$ cat src/rtl/ahb_sram_responder.sv
// ahb_sram_responder: zero-wait-state AHB-Lite slave in front of a single-port
// synchronous SRAM (1-cycle read latency, byte write enables).
// Writes land in a one-entry buffer that drains into the SRAM on a later free
// cycle. Buffered bytes are forwarded into read data so reads never see stale data.
// Optional feature macro: AHB_SRAM_ERR_EN. When it is defined, out-of-range,
// oversize and misaligned transfers get a two-cycle ERROR response.
module ahb_sram_responder #(
  parameter int AW    = 15,
  parameter int WORDS = (1 << AW)
) (
  input  logic          HCLK,
  input  logic          HRESET,
  input  logic          HSEL,
  input  logic [31:0]   HADDR,
  input  logic [1:0]    HTRANS,
  input  logic          HWRITE,
  input  logic [2:0]    HSIZE,
  input  logic [31:0]   HWDATA,
  input  logic          HREADY,
  output logic          HREADYOUT,
  output logic          HRESP,
  output logic [31:0]   HRDATA,
  output logic          SRAMCS,
  output logic [3:0]    SRAMWEN,
  output logic [AW-1:0] SRAMADDR,
  output logic [31:0]   SRAMWDATA,
  input  logic [31:0]   SRAMRDATA
);

`ifdef AHB_SRAM_ERR_EN
  typedef enum logic [1:0] {
    ST_IDLE = 2'd0,
    ST_DATA = 2'd1,
    ST_ERR1 = 2'd2,
    ST_ERR2 = 2'd3
  } state_t;
`else
  typedef enum logic {
    ST_IDLE = 1'b0,
    ST_DATA = 1'b1
  } state_t;
`endif

  state_t state;
  state_t state_next;

  logic [AW-1:0] word_idx;
  logic [3:0]    lanes;
  logic          stall;
  logic          accept;
  logic          req_err;
  logic          ok_accept;
  logic          rd_accept;
  logic          wr_accept;
  logic          wr_dphase;
  logic          rd_dphase;
  logic          drain_buf;
  logic          drain_bypass;
  logic          fwd_hit;

  // Data-phase bookkeeping
  logic          dp_write;
  logic [AW-1:0] rd_addr;

  // One-entry write buffer: header loads on the write accept, data on its data phase
  logic          buf_valid;
  logic [AW-1:0] buf_addr;
  logic [3:0]    buf_strb;
  logic [31:0]   buf_data;

  // Upper address bits are ignored, so the word index wraps modulo 2^AW
  assign word_idx = HADDR[AW+1:2];

  // Byte-lane strobes for the addressed transfer; oversize acts as word and misaligned aligns down
  always_comb begin
    lanes = 4'b1111;
    case (HSIZE)
      3'd0:    lanes = 4'b0001 << HADDR[1:0];
      3'd1:    lanes = HADDR[1] ? 4'b1100 : 4'b0011;
      default: lanes = 4'b1111;
    endcase
  end

`ifdef AHB_SRAM_ERR_EN
  // Flag transfers that must receive an ERROR response instead of touching memory
  always_comb begin
    req_err = 1'b0;
    if (32'(word_idx) >= 32'(WORDS))                 req_err = 1'b1;
    if (HSIZE > 3'd2)                                 req_err = 1'b1;
    if ((HSIZE == 3'd1) && HADDR[0])                  req_err = 1'b1;
    if ((HSIZE == 3'd2) && (HADDR[1:0] != 2'b00))     req_err = 1'b1;
  end
  assign stall = (state == ST_ERR1);
`else
  assign req_err = 1'b0;
  assign stall   = 1'b0;
`endif

  assign accept       = HSEL & HREADY & HTRANS[1] & ~stall;
  assign ok_accept    = accept & ~req_err;
  assign rd_accept    = ok_accept & ~HWRITE;
  assign wr_accept    = ok_accept & HWRITE;
  assign wr_dphase    = (state == ST_DATA) & dp_write;
  assign rd_dphase    = (state == ST_DATA) & ~dp_write;
  // A full buffer drains on any cycle that the SRAM is not needed for a read
  assign drain_buf    = buf_valid & ~rd_accept;
  // Back-to-back writes: the older entry's data is still on HWDATA, so write it straight through
  assign drain_bypass = wr_dphase & wr_accept;
  assign fwd_hit      = buf_valid & (buf_addr == rd_addr);

  // State register
  always_ff @(posedge HCLK) begin
    if (HRESET) state <= ST_IDLE;
    else        state <= state_next;
  end

  // Next-state and bus response: always ready except the first ERROR cycle
  always_comb begin
    state_next = ST_IDLE;
    HREADYOUT  = 1'b1;
    HRESP      = 1'b0;
    if (ok_accept) state_next = ST_DATA;
`ifdef AHB_SRAM_ERR_EN
    if (accept && req_err) state_next = ST_ERR1;
    if (state == ST_ERR1) begin
      HREADYOUT  = 1'b0;
      HRESP      = 1'b1;
      state_next = ST_ERR2;
    end
    if (state == ST_ERR2) HRESP = 1'b1;
`endif
  end

  // Remember the kind and address of the transfer that owns the next data phase
  always_ff @(posedge HCLK) begin
    if (HRESET) begin
      dp_write <= 1'b0;
      rd_addr  <= '0;
    end else if (ok_accept) begin
      dp_write <= HWRITE;
      rd_addr  <= word_idx;
    end
  end

  // Write buffer: load header on accept, capture data in the data phase, clear on drain
  always_ff @(posedge HCLK) begin
    if (HRESET) begin
      buf_valid <= 1'b0;
      buf_addr  <= '0;
      buf_strb  <= '0;
      buf_data  <= '0;
    end else if (wr_accept) begin
      buf_valid <= 1'b0;
      buf_addr  <= word_idx;
      buf_strb  <= lanes;
    end else if (wr_dphase) begin
      buf_valid <= 1'b1;
      buf_data  <= HWDATA;
    end else if (drain_buf) begin
      buf_valid <= 1'b0;
    end
  end

  // SRAM port arbitration: read accepts win, otherwise a pending buffer entry drains
  always_comb begin
    SRAMCS    = 1'b0;
    SRAMWEN   = 4'b0000;
    SRAMADDR  = word_idx;
    SRAMWDATA = buf_data;
    if (!HRESET) begin
      if (rd_accept) begin
        SRAMCS   = 1'b1;
        SRAMADDR = word_idx;
      end else if (drain_buf) begin
        SRAMCS    = 1'b1;
        SRAMWEN   = buf_strb;
        SRAMADDR  = buf_addr;
        SRAMWDATA = buf_data;
      end else if (drain_bypass) begin
        SRAMCS    = 1'b1;
        SRAMWEN   = buf_strb;
        SRAMADDR  = buf_addr;
        SRAMWDATA = HWDATA;
      end
    end
  end

  // Read data: SRAM word with any still-buffered bytes for the same word merged in
  always_comb begin
    HRDATA = '0;
    if (rd_dphase) begin
      for (int i = 0; i < 4; i++) begin
        HRDATA[8*i +: 8] = (fwd_hit && buf_strb[i]) ? buf_data[8*i +: 8]
                                                     : SRAMRDATA[8*i +: 8];
      end
    end
  end

  logic unused_bits;
  assign unused_bits = &{1'b0, HADDR[31:AW+2], HTRANS[0], (WORDS > 0)};

endmodule

$ cat config.mk
export PLATFORM = sky130hd
export DESIGN_NAME = ahb_sram_responder
export DESIGN_NICKNAME = d
export VERILOG_FILES = /design/src/rtl/ahb_sram_responder.sv
export SDC_FILE = /design/constraint.sdc
export NUM_CORES = 1
export LEC_CHECK = 0
export ABC_AREA = 0
export BUFFER_PORTS_ARGS = -buffer_cell sky130_fd_sc_hd__buf_2
export CAP_MARGIN = 10
export CORE_ASPECT_RATIO = 1.5
export CORE_MARGIN = 5
export CORE_UTILIZATION = 52
export CTS_BUF_LIST = sky130_fd_sc_hd__clkbuf_4
export DETAILED_ROUTE_END_ITERATION = 8
export GPL_TIMING_DRIVEN = 0
export PLACE_DENSITY = 0.88
export REMOVE_ABC_BUFFERS = 1
export SLEW_MARGIN = 20
export SYNTH_ARGS = -nofsm -noshare
export SYNTH_HDL_FRONTEND = slang
export SYNTH_SLANG_ARGS = --single-unit
export TNS_END_PERCENT = 1
$ cat constraint.sdc
create_clock -name HCLK -period 3.9 [get_ports HCLK]
set_input_delay 0.195 -clock HCLK [delete_from_list [all_inputs] [get_ports HCLK]]
set_output_delay 0.195 -clock HCLK [all_outputs]
set_load 0.02 [all_outputs]
==> flow_summary.toml <==
[final_layout]
seq_area_um2 = 1380
final_layout_size_suffix_gt1_share_pct = 36.6
final-instance-count-excl-fill = 791
fill_cells = 593
antenna_cells = 0
multi_input_area_um2 = 2590
nNetsFinal = 790
area_delta_synth_final_pct = 32.4

[logic_synthesis]
synth-edff-count = 0
synth_top_cell_by_area = "dfxtp_1"
synth-async-reset-ratio_pct = 0
syn_area_um2 = 4120
yosysTopAreaCellShare_pct = 33.6
yosysMostFrequentCell = "nand2_1"
ys_warn_count = 0
syn_inst = 503
synthTopCellsByArea = "dfxtp_1 34%, nand2_1 18%, mux2_4 9.9%"
synth-seq-cells = 69
synthDistinctLibCells = 33
yosysSeqAreaShare_pct = 33.6
synth-main-ff-cell = "dfxtp_1"
synth_common_cells = "195 x nand2_1, 69 x dfxtp_1, 64 x a21oi_1, 32 x mux2i_1, 27 x mux2_4"
avgSynthCellArea_um2 = 8.18

[sta]
fin_crit_ns = 2.96
fin_crit_sh_pct = 76.0
tightest_slew_ns = 0.919
fin_skew_ns = 0.0175
rsz0062_at_grt = "false"
relSlewSlack_pct = 38.7
final_hold_viol_count = 0
max_freq_mhz = 337
finalSetupViolCount = 0
slew_violations = 0

[global_routing]
grt_overflow_total = 0
grt_pass1_wl_um = 19300
track_usage_pct = 24.7
grt_max_degree = 73
grt_pass1_vias = 4319
antenna_found_initial = 0

[power_and_ir_drop]
power_mw = 1.34
p_int_uw = 945
p_leak_nw = 2.26
p_sw_uw = 398
pwr-share-seq_pct = 54.1
powerDensity_nw_per_um2 = 247
p_clk_share_pct = 29.8
peakVddDrop_mv = 0.227
p_comb_share_pct = 16.2
switching_share_pct = 29.6

[detailed_routing]
met3_length_um = 922
first_pass_iters = 4
drc = 0
top_layer = "met4"
drt_iter0_markers = 199
routed_wl_um = 12300
ant_nets = 0
post_drt_wl_per_cell_um = 15.6
num_vias = 4240
met2WireLength_um = 6820
wl_met1_um = 4200
vias_per_cell = 5.36

[flow_run]
drv_cap = 0

[clock_tree]
clockBufferDepth = 2
tritoncts.num_buffers = 9
cts_tree = "yes"
postCtsSetupBuffers = 0
cts_num_sinks = 69
insertion_delay_ns = 0.41
htree_levels = 3
clockRootBuffer = "clkbuf_4"
cts.clk_slew.worst_paths_ns = 0.12

[worst_setup_path]
cp.depth = 5
worst_setup_path_start_kind = "flip-flop"
crit_chain = "nand2_1, or4_2, buf_12, mux2_1, buf_2"
reg2reg_depth = 4
crit_arrival_ns = 2.77
slowest_stage = "or4_2"
crit_type = "flip-flop to output port"
crit_family = "simple AND/OR/NAND/NOR gates"
critPathMaxStageDelay_ns = 0.92
crit_fanout = 21
cp.required_ns = 3.70
crit_buf_inv = 2
cp-end-kind = "output port"

[floorplan]
fp.dieH_um = 119
die_area_um2 = 9830
initial_utilization_pct = 53.7
die_x_um = 82.6
row_count = 39
pin_count = 192
core_area_um2 = 7660

[min_path]
whs_path_depth = 3
hold_class = "input port to flip-flop"

[placement]
gp_congestion = 0.816
hpwl_um = 8570
portBuffers = 173
dp_cells = 746

[status]
outcome = "finished clean"
==> worst min-delay path, stage by stage <==
cell and delay (ns):
buf_2 0.11, nand2_1 0.05, a21oi_1 0.05
==> through the flow <==
step	hold WS (ns)	area [µm²]	setup slack (ns)	utilization, %	setup TNS [ns]
2_1_floorplan	0.264	3950	0.718	-	0
3_3_place_gp	0.445	4940	-0.235	64.5	-2.89
3_5_place_dp	0.454	5040	1.11	65.8	0
4_1_cts	0.000800	5430	0.896	70.8	0
5_1_grt	0.00129	5450	0.792	71.1	0
6_report	0.0346	5450	0.937	71.1	0
==> power by group through the flow <==
stage / clock network (mW) / logic [mW] / registers [mW]
after floorplan: 0 / 0.0939 / 0.739
after global placement: 0 / 0.180 / 0.740
after detailed placement: 0 / 0.190 / 0.742
after CTS: 0.415 / 0.212 / 0.726
after global routing: 0.443 / 0.233 / 0.728
final: 0.400 / 0.217 / 0.726
==> flip-flops by register name, indices dropped and copies added, names as in the netlist <==
| name | flops |
|---|---|
| buf_strb | 4 |
| dp_write | 1 |
| buf_data | 32 |
| state | 1 |
| buf_valid | 1 |
| rd_addr | 15 |
| buf_addr | 15 |
==> placed cells by master, fill, tap and decap left out, types with 2 or more instances in the layout <==
cell type / netlist / final
mux2_1: 5 / 5
buf_16: 0 / 2
xnor2_2: 6 / 6
nand2b_1: 2 / 2
nand4_4: 2 / 2
nor4_4: 4 / 4
mux2_2: 15 / 15
nand2_1: 195 / 195
a21oi_1: 64 / 64
dlygate4sd3_1: 0 / 29
a211oi_1: 5 / 5
nor2_1: 10 / 9
dfxtp_1: 69 / 69
mux2i_1: 32 / 32
buf_2: 2 / 172
clkinvlp_4: 0 / 3
conb_1: 2 / 2
and2_1: 4 / 4
nand4_2: 2 / 2
xnor2_1: 9 / 9
mux2_4: 27 / 27
nand4b_1: 4 / 4
clkbuf_4: 0 / 9
inv_6: 0 / 2
==> kinds of logic after synthesis <==
group           count (synthesis)  synth area share (%)
xor+xnor                       15                  4.29
flops                          69                  33.6
other cells                     2                 0.182
compound gates                 72                  9.15
simple gates                  231                  25.6
mux                            79                  23.1
buf+inv                        35                  4.07
==> metal layers <==
metal	global-route usage (%)	vias up
li1	-	2044
met1	23.8	1980
met2	47.0	178
met3	6.50	38
met4	10.3	0
met5	0	-
==> timing repair <==
action	4_1_cts	5_1_grt
hold buffers	27	2
setup endpoints to repair	0	0
hold endpoints to repair	31	2
resized for setup	0	0
==> worst paths after layout <==
path / slack [ns] / from / end
max: 0.94 / dp_write / SRAMWDATA[10]
min: 0.03 / HWDATA[19] / buf_data[19]
max reg2reg: 2.25 / dp_write / buf_data[0]
min reg2reg: 0.48 / buf_data[24] / buf_data[24]
==> final cells by class <==
type / count / area share, %
clock inverters: 7 / 0.896
multi-input cells: 399 / 47.5
well taps: 102 / 2.34
repair buffers: 205 / 22.7
flip-flops and latches: 69 / 25.4
clock buffers: 9 / 1.24
Note: power is estimated with default switching activity, not from simulation.
